File: src/rtl/reaction_sequencer_if.sv
// Reaction sequencer signal bundle: Tick, buttons and LFSR value in; LED,
// LFSR request and result flags out.
// Optional macro BEST_TIME_EN adds the BestTime result port.
interface reaction_sequencer_if #(
    parameter int DELAY_W = 12,
    parameter int COUNT_W = 14
);
    logic               Tick;
    logic               Start;
    logic               Stop;
    logic [DELAY_W-1:0] RandDelay;
    logic               LfsrEnable;
    logic               Led;
    logic [COUNT_W-1:0] ReactTime;
    logic               Valid;
    logic               Cheat;
    logic               Timeout;
    logic               Busy;
`ifdef BEST_TIME_EN
    logic [COUNT_W-1:0] BestTime;
`endif

    // Environment side: buttons, clock divider and LFSR
    modport master (
        output Tick, Start, Stop, RandDelay,
`ifdef BEST_TIME_EN
        input  BestTime,
`endif
        input  LfsrEnable, Led, ReactTime, Valid, Cheat, Timeout, Busy
    );

    // Sequencer side
    modport slave (
        input  Tick, Start, Stop, RandDelay,
`ifdef BEST_TIME_EN
        output BestTime,
`endif
        output LfsrEnable, Led, ReactTime, Valid, Cheat, Timeout, Busy
    );
endinterface

File: src/rtl/reaction_sequencer.sv
// Reaction timer trial sequencer: random delay countdown, LED stimulus,
// millisecond reaction count with cheat and timeout detection.
// Optional macro BEST_TIME_EN adds a best-result register on bus.BestTime.
module reaction_sequencer #(
    parameter int DELAY_W    = 12,
    parameter int COUNT_W    = 14,
    parameter int TIMEOUT_MS = 9999
) (
    input logic                 Clock,
    input logic                 Resetn,
    reaction_sequencer_if.slave bus
);
    localparam logic [2:0] S_IDLE    = 3'd0;
    localparam logic [2:0] S_LOAD    = 3'd1;
    localparam logic [2:0] S_CAPTURE = 3'd2;
    localparam logic [2:0] S_WAIT    = 3'd3;
    localparam logic [2:0] S_REACT   = 3'd4;
    localparam logic [2:0] S_DONE    = 3'd5;

    localparam logic [COUNT_W-1:0] TIMEOUT_V = COUNT_W'(TIMEOUT_MS);
    localparam logic [DELAY_W-1:0] DELAY_ONE = DELAY_W'(1);
    localparam logic [COUNT_W-1:0] COUNT_ONE = COUNT_W'(1);

    logic [2:0]         state_q, state_d;
    logic               start_q, stop_q;
    logic [DELAY_W-1:0] delay_q, delay_d;
    logic [COUNT_W-1:0] count_q, count_d;
    logic [COUNT_W-1:0] react_q, react_d;
    logic               valid_q, valid_d;
    logic               cheat_q, cheat_d;
    logic               timeout_q, timeout_d;
`ifdef BEST_TIME_EN
    logic [COUNT_W-1:0] best_q, best_d;
`endif

    logic               start_press;
    logic               stop_press;
    logic [COUNT_W-1:0] count_inc;
    logic [COUNT_W-1:0] stop_result;

    assign start_press = bus.Start & ~start_q;
    assign stop_press  = bus.Stop & ~stop_q;
    // Saturating increment: the reaction counter never wraps
    assign count_inc   = (count_q == '1) ? count_q : count_q + COUNT_ONE;
    // A Tick coinciding with Stop still counts toward the result
    assign stop_result = bus.Tick ? count_inc : count_q;

    // Next-state and datapath decisions for the trial sequence
    always_comb begin
        state_d   = state_q;
        delay_d   = delay_q;
        count_d   = count_q;
        react_d   = react_q;
        valid_d   = valid_q;
        cheat_d   = cheat_q;
        timeout_d = timeout_q;
`ifdef BEST_TIME_EN
        best_d    = best_q;
`endif
        case (state_q)
            S_IDLE, S_DONE: begin
                if (start_press) begin
                    valid_d   = 1'b0;
                    cheat_d   = 1'b0;
                    timeout_d = 1'b0;
                    react_d   = '0;
                    count_d   = '0;
                    state_d   = S_LOAD;
                end
            end
            S_LOAD: begin
                state_d = S_CAPTURE;
            end
            S_CAPTURE: begin
                delay_d = (bus.RandDelay == '0) ? DELAY_ONE : bus.RandDelay;
                state_d = S_WAIT;
            end
            S_WAIT: begin
                if (stop_press) begin
                    cheat_d = 1'b1;
                    state_d = S_DONE;
                end else if (bus.Tick) begin
                    if (delay_q == DELAY_ONE) begin
                        count_d = '0;
                        state_d = S_REACT;
                    end else begin
                        delay_d = delay_q - DELAY_ONE;
                    end
                end
            end
            S_REACT: begin
                if (stop_press) begin
                    react_d = stop_result;
                    valid_d = 1'b1;
                    state_d = S_DONE;
`ifdef BEST_TIME_EN
                    if (stop_result < best_q) begin
                        best_d = stop_result;
                    end
`endif
                end else if (bus.Tick) begin
                    count_d = count_inc;
                    if (count_inc >= TIMEOUT_V) begin
                        timeout_d = 1'b1;
                        react_d   = TIMEOUT_V;
                        state_d   = S_DONE;
                    end
                end
            end
            default: begin
                state_d = S_IDLE;
            end
        endcase
    end

    // State and result registers; edge detectors track buttons even in reset
    always_ff @(posedge Clock) begin
        start_q <= bus.Start;
        stop_q  <= bus.Stop;
        if (!Resetn) begin
            state_q   <= S_IDLE;
            delay_q   <= '0;
            count_q   <= '0;
            react_q   <= '0;
            valid_q   <= 1'b0;
            cheat_q   <= 1'b0;
            timeout_q <= 1'b0;
`ifdef BEST_TIME_EN
            best_q    <= '1;
`endif
        end else begin
            state_q   <= state_d;
            delay_q   <= delay_d;
            count_q   <= count_d;
            react_q   <= react_d;
            valid_q   <= valid_d;
            cheat_q   <= cheat_d;
            timeout_q <= timeout_d;
`ifdef BEST_TIME_EN
            best_q    <= best_d;
`endif
        end
    end

    assign bus.LfsrEnable = (state_q == S_LOAD);
    assign bus.Led        = (state_q == S_REACT);
    assign bus.Busy       = (state_q != S_IDLE) && (state_q != S_DONE);
    assign bus.ReactTime  = react_q;
    assign bus.Valid      = valid_q;
    assign bus.Cheat      = cheat_q;
    assign bus.Timeout    = timeout_q;
`ifdef BEST_TIME_EN
    assign bus.BestTime   = best_q;
`endif
endmodule

File: src/flat_wrapper.sv
// flat-port wrapper written by rule: the top's interface ports become plain ports
module reaction_sequencer_flat 
#(
    parameter int DELAY_W    = 12,
    parameter int COUNT_W    = 14,
    parameter int TIMEOUT_MS = 9999
)
  (Clock, Resetn, bus_Tick, bus_Start, bus_Stop, bus_RandDelay, bus_LfsrEnable, bus_Led, bus_ReactTime, bus_Valid, bus_Cheat, bus_Timeout, bus_Busy);
  reaction_sequencer_if #(.DELAY_W(DELAY_W), .COUNT_W(COUNT_W)) bus_i ();
  input logic Clock;
  input logic Resetn;
  input wire logic [$bits(bus_i.Tick)-1:0] bus_Tick;
  input wire logic [$bits(bus_i.Start)-1:0] bus_Start;
  input wire logic [$bits(bus_i.Stop)-1:0] bus_Stop;
  input wire logic [$bits(bus_i.RandDelay)-1:0] bus_RandDelay;
  output wire logic [$bits(bus_i.LfsrEnable)-1:0] bus_LfsrEnable;
  output wire logic [$bits(bus_i.Led)-1:0] bus_Led;
  output wire logic [$bits(bus_i.ReactTime)-1:0] bus_ReactTime;
  output wire logic [$bits(bus_i.Valid)-1:0] bus_Valid;
  output wire logic [$bits(bus_i.Cheat)-1:0] bus_Cheat;
  output wire logic [$bits(bus_i.Timeout)-1:0] bus_Timeout;
  output wire logic [$bits(bus_i.Busy)-1:0] bus_Busy;
  assign bus_i.Tick = bus_Tick;
  assign bus_i.Start = bus_Start;
  assign bus_i.Stop = bus_Stop;
  assign bus_i.RandDelay = bus_RandDelay;
  assign bus_LfsrEnable = bus_i.LfsrEnable;
  assign bus_Led = bus_i.Led;
  assign bus_ReactTime = bus_i.ReactTime;
  assign bus_Valid = bus_i.Valid;
  assign bus_Cheat = bus_i.Cheat;
  assign bus_Timeout = bus_i.Timeout;
  assign bus_Busy = bus_i.Busy;
  reaction_sequencer #(.DELAY_W(DELAY_W), .COUNT_W(COUNT_W), .TIMEOUT_MS(TIMEOUT_MS)) u_core (.Clock(Clock), .Resetn(Resetn), .bus(bus_i));
endmodule
File: config.mk
export PLATFORM = sky130hd
export DESIGN_NAME = reaction_sequencer_flat
export DESIGN_NICKNAME = d
export VERILOG_FILES = /design/src/rtl/reaction_sequencer_if.sv /design/src/rtl/reaction_sequencer.sv /design/src/flat_wrapper.sv
export SDC_FILE = /design/constraint.sdc
export NUM_CORES = 1
export LEC_CHECK = 0
export CAP_MARGIN = 20
export CORE_ASPECT_RATIO = 1.1
export CORE_MARGIN = 5
export CORE_UTILIZATION = 60
export DETAILED_ROUTE_END_ITERATION = 10
export DONT_BUFFER_PORTS = 1
export MAX_ROUTING_LAYER = met4
export PLACE_DENSITY_LB_ADDON = 0.1
export SYNTH_ARGS = -nofsm -noshare
export SYNTH_HDL_FRONTEND = slang
export SYNTH_SLANG_ARGS = --single-unit
File: constraint.sdc
create_clock -name Clock -period 3.8 [get_ports Clock]
set_clock_uncertainty 0.05 [all_clocks]
set_input_delay 0.57 -clock Clock [delete_from_list [all_inputs] [get_ports Clock]]
set_output_delay 0.57 -clock Clock [all_outputs]
set_load 0.02 [all_outputs]
==> summary.md <==
| Metric | Value |
|---|---|
| Final TNS setup | `0 ns` |
| Final period utilization | `85.19%` |
| Leakage | `1.041 nW` |
| Max Root-Sink Buffers | `2` |
| WHS Endpoint | `u_core.start_q$_DFF_P_` |
| Largest net degree at the start of global routing | `52` |
| # port buffers | `0` |
| Initial antenna violation count | `0` |
| Row Count | `27` |
| # DRC | `0` |
| Wire per inst | `17.54 um` |
| Clock buffer count from CTS | `5` |
| P per Cell Area | `495.0 nW/um^2` |
| # diodes | `0` |
| FMAX | `308.9 MHz` |
| Max cap viols | `0` |
| Syn avg cell area | `7.507 um^2` |
| Measured slew at the worst slew-check pin | `0.7739 ns` |
| Vias | `2919` |
| Status | `finished, final reports clean` |
| Synth area leaders | `dfxtp_1 (32%), o21ai_0 (5.9%), a21oi_1 (5.4%)` |
| Routability-driven placement congestion ratio | `0.9256` |
| Reg2reg end | `u_core.bus.Timeout$_SDFFE_PN0P_` |
| Clock period minus worst slack | `3.237 ns` |
| Mapped Cells | `405` |
| Hold Violations, Final | `0` |
| Starting Density | `61.22%` |
| Main synth FF type | `dfxtp_1` |
| Setup bufs post-CTS | `0` |
| Metal3 WL | `366 um` |
| Clock Sinks | `48` |
| First DRT Iteration DRCs | `152` |
| Worst reg-to-reg path cell count | `8` |
| Non-filler cells, final | `446` |
| Resize count post-CTS | `0` |
| Final nets | `408` |
| Synth top area share | `31.60%` |
| Die X | `77.87 um` |
| Sequential-to-total area share from yosys stat | `31.60%` |
| Critical Path Start | `u_core.count_q[0]$_SDFFE_PN0P_` |
| Vias in the first global route | `2759` |
| Hold Path Stages | `0` |
| Total Wirelength | `7823 um` |
| WL met2 | `3813 um` |
| IO Pins | `37` |
| RSZ-0062 raised after global routing | `no` |
| Post-DRT Antenna Nets | `0` |
| Leading area contributor after synthesis | `dfxtp_1` |
| Hold Startpoint | `bus_Start` |
| Worst skew pair latency | `0.30 ns` |
| Post-synth EDFFs | `0` |
| Post-synthesis async set-or-reset flop share | `0%` |
| CTS Hold Bufs | `0` |
| CTS tree | `built` |
| Share of layout cells above drive strength 1 | `6.186%` |
| # H-tree levels | `2` |
| Synthesis-to-layout area growth | `2.016%` |
| Post-DP HPWL | `5575 um` |
| #FFs+latches synth | `48` |
| Distinct cell type count after synthesis | `60` |
| Reg-to-reg slack, setup | `0.56 ns` |
| Global route overflow | `0` |
| Metal1 wirelength | `3488 um` |
| Total Die Area | `6592 um^2` |
| Data arrival, critical path | `3.40 ns` |
| First-pass DRT Iterations | `5` |
| Die height | `84.66 um` |
| RR Startpoint | `u_core.count_q[0]$_SDFFE_PN0P_` |
| Mapped cell area | `3040 um^2` |
| Crit path max fanout | `8` |
| CORE AREA | `4966 um^2` |
| Final setup viols | `0` |
| Top routing layer used | `met4` |
| Tot GR Track Use | `24.99%` |
| Slew Limit Fails | `0` |
| Placed insts | `439` |
| Worst Path Required | `3.96 ns` |
| Clk root buf | `clkbuf_8` |
| Global-route wire length before repair | `13320 um` |
| Worst Setup Start Kind | `flop` |
| Peak supply drop | `0.2367 mV` |
| CP Capture Type | `flop` |
| Max_slew headroom | `47.93%` |
| Post-DR vias/cell | `6.545` |
| Kind of critical path | `reg2reg` |
| Worst Hold Class | `in2reg` |
| Worst-path clk slew | `0.09 ns` |
| Syn_nets | `425` |
| Ys Warns | `0` |
-- placed cells by master (no fill, tap or decap), types with 3 or more instances in the layout --
| cell type | netlist | final |
|---|---|---|
| xor2_1 | 4 | 4 |
| nor4_1 | 9 | 9 |
| o21ai_1 | 4 | 4 |
| and3_1 | 5 | 5 |
| a21oi_1 | 33 | 33 |
| nor2b_1 | 15 | 15 |
| dfxtp_1 | 48 | 48 |
| buf_4 | 2 | 4 |
| a21o_1 | 3 | 3 |
| o221ai_1 | 5 | 5 |
| and2_1 | 6 | 6 |
| clkbuf_8 | 0 | 5 |
| o21a_1 | 9 | 9 |
| a31oi_1 | 8 | 8 |
| o21ai_0 | 36 | 36 |
| ha_1 | 3 | 3 |
| nor2_1 | 31 | 31 |
| a21boi_0 | 8 | 8 |
| nand2b_1 | 6 | 6 |
| o221a_2 | 6 | 6 |
| nand2_1 | 38 | 38 |
| nand4_1 | 5 | 5 |
| or3_1 | 7 | 7 |
| inv_1 | 12 | 12 |
| xnor2_1 | 4 | 4 |
| nand3_1 | 19 | 19 |
| o32a_1 | 3 | 3 |
| nor3_1 | 12 | 12 |
-- cells by family (layout without fill, tap and decap cells) --
kind of cell,Yosys count,count (layout),share of synthesized area [%]
adder cells (fa/ha/maj),5,5,1.893
AO/OA/AOI/OAI,136,136,29.34
XOR/XNOR,8,8,2.304
AND/OR/NAND/NOR,165,165,28.44
flip-flops,48,48,31.60
buffers and inverters,40,23,5.390
multiplexers,3,3,1.029
-- final cells by class --
cell class	count	area, um^2
fillers	458	1864
multi-input cells	317	1916
repair buffers	4	30.03
clock inverters	1	5.005
clock buffers	6	72.57
flip-flops and latches	48	960.9
inverters	12	45.04
well taps	58	72.57
-- layer usage --
layer	vias up	GRT usage, %
li1	1453	-
met1	1373	29.98
met2	80	41.91
met3	13	4.185
met4	0	8.594
met5	-	-
-- worst max-delay path, cell delays in order (launching register included) --
cell and delay (ns):
dfxtp_1 0.47, ha_1 0.35, nand4_2 0.19, nor4_1 0.27, mux2_1 0.37, or3_1 0.41, o22a_1 0.24, or4_4 0.56
a311oi_2 0.25
-- flip-flops by register name (all words and copies together) (netlist names) --
register,cells
u_core.stop_q,1
u_core.bus.Valid,1
u_core.bus.ReactTime,14
u_core.state_q,3
u_core.count_q,14
u_core.start_q,1
u_core.delay_q,12
u_core.bus.Cheat,1
u_core.bus.Timeout,1
-- how the worst max path moves through the flow --
| stage | endpoint | slack (ns) |
|---|---|---|
| global route | u_core.bus.Timeout$_SDFFE_PN0P_ | 0.36 |
| floorplan | u_core.bus.Timeout$_SDFFE_PN0P_ | 0.88 |
| global placement | u_core.bus.Timeout$_SDFFE_PN0P_ | 0.74 |
| finish | u_core.bus.Timeout$_SDFFE_PN0P_ | 0.56 |
| CTS | u_core.bus.Timeout$_SDFFE_PN0P_ | 0.60 |
| detailed placement | u_core.bus.Timeout$_SDFFE_PN0P_ | 0.62 |
-- where the power goes --
| part | internal, mW | switching, mW |
|---|---|---|
| Clock | 0.126 | 0.164 |
| Sequential | 0.572 | 0.110 |
| Combinational | 0.204 | 0.360 |
-- synth_stat cells (all sizes together), types with 2 or more instances --
library cell   n
a21boi         8
a21o           3
a21oi         33
a22oi          2
a311oi         2
a31oi          8
and2           7
and3           7
buf            8
clkbuf        20
dfxtp         48
ha             3
inv           12
maj3           2
mux2i          2
nand2         38
nand2b         6
nand3         21
nand4          6
nor2          31
nor2b         15
nor3          13
nor4           9
o2111ai        2
o211a          2
o211ai         2
o21a           9
o21ai         40
o221a          6
o221ai         5
o22a           2
o311ai         2
o32a           3
or3            7
xnor2          4
xor2           4
-- per-stage QoR --
stage | hold slack [ns] | total power [mW] | utilization, % | setup slack, ns | area (um^2)
finish | 0.2405 | 1.535 | 62.46 | 0.5627 | 3102
global route | 0.2277 | 1.645 | 62.46 | 0.3619 | 3102
CTS | 0.2360 | 1.541 | 62.46 | 0.6017 | 3102
detailed placement | 0.4125 | 1.250 | 60.90 | 0.6215 | 3024
global placement | 0.4048 | 1.239 | 60.90 | 0.7357 | 3024
floorplan | 0.3870 | 1.137 | - | 0.8785 | 3040
Power figures use the tool's default switching activity.
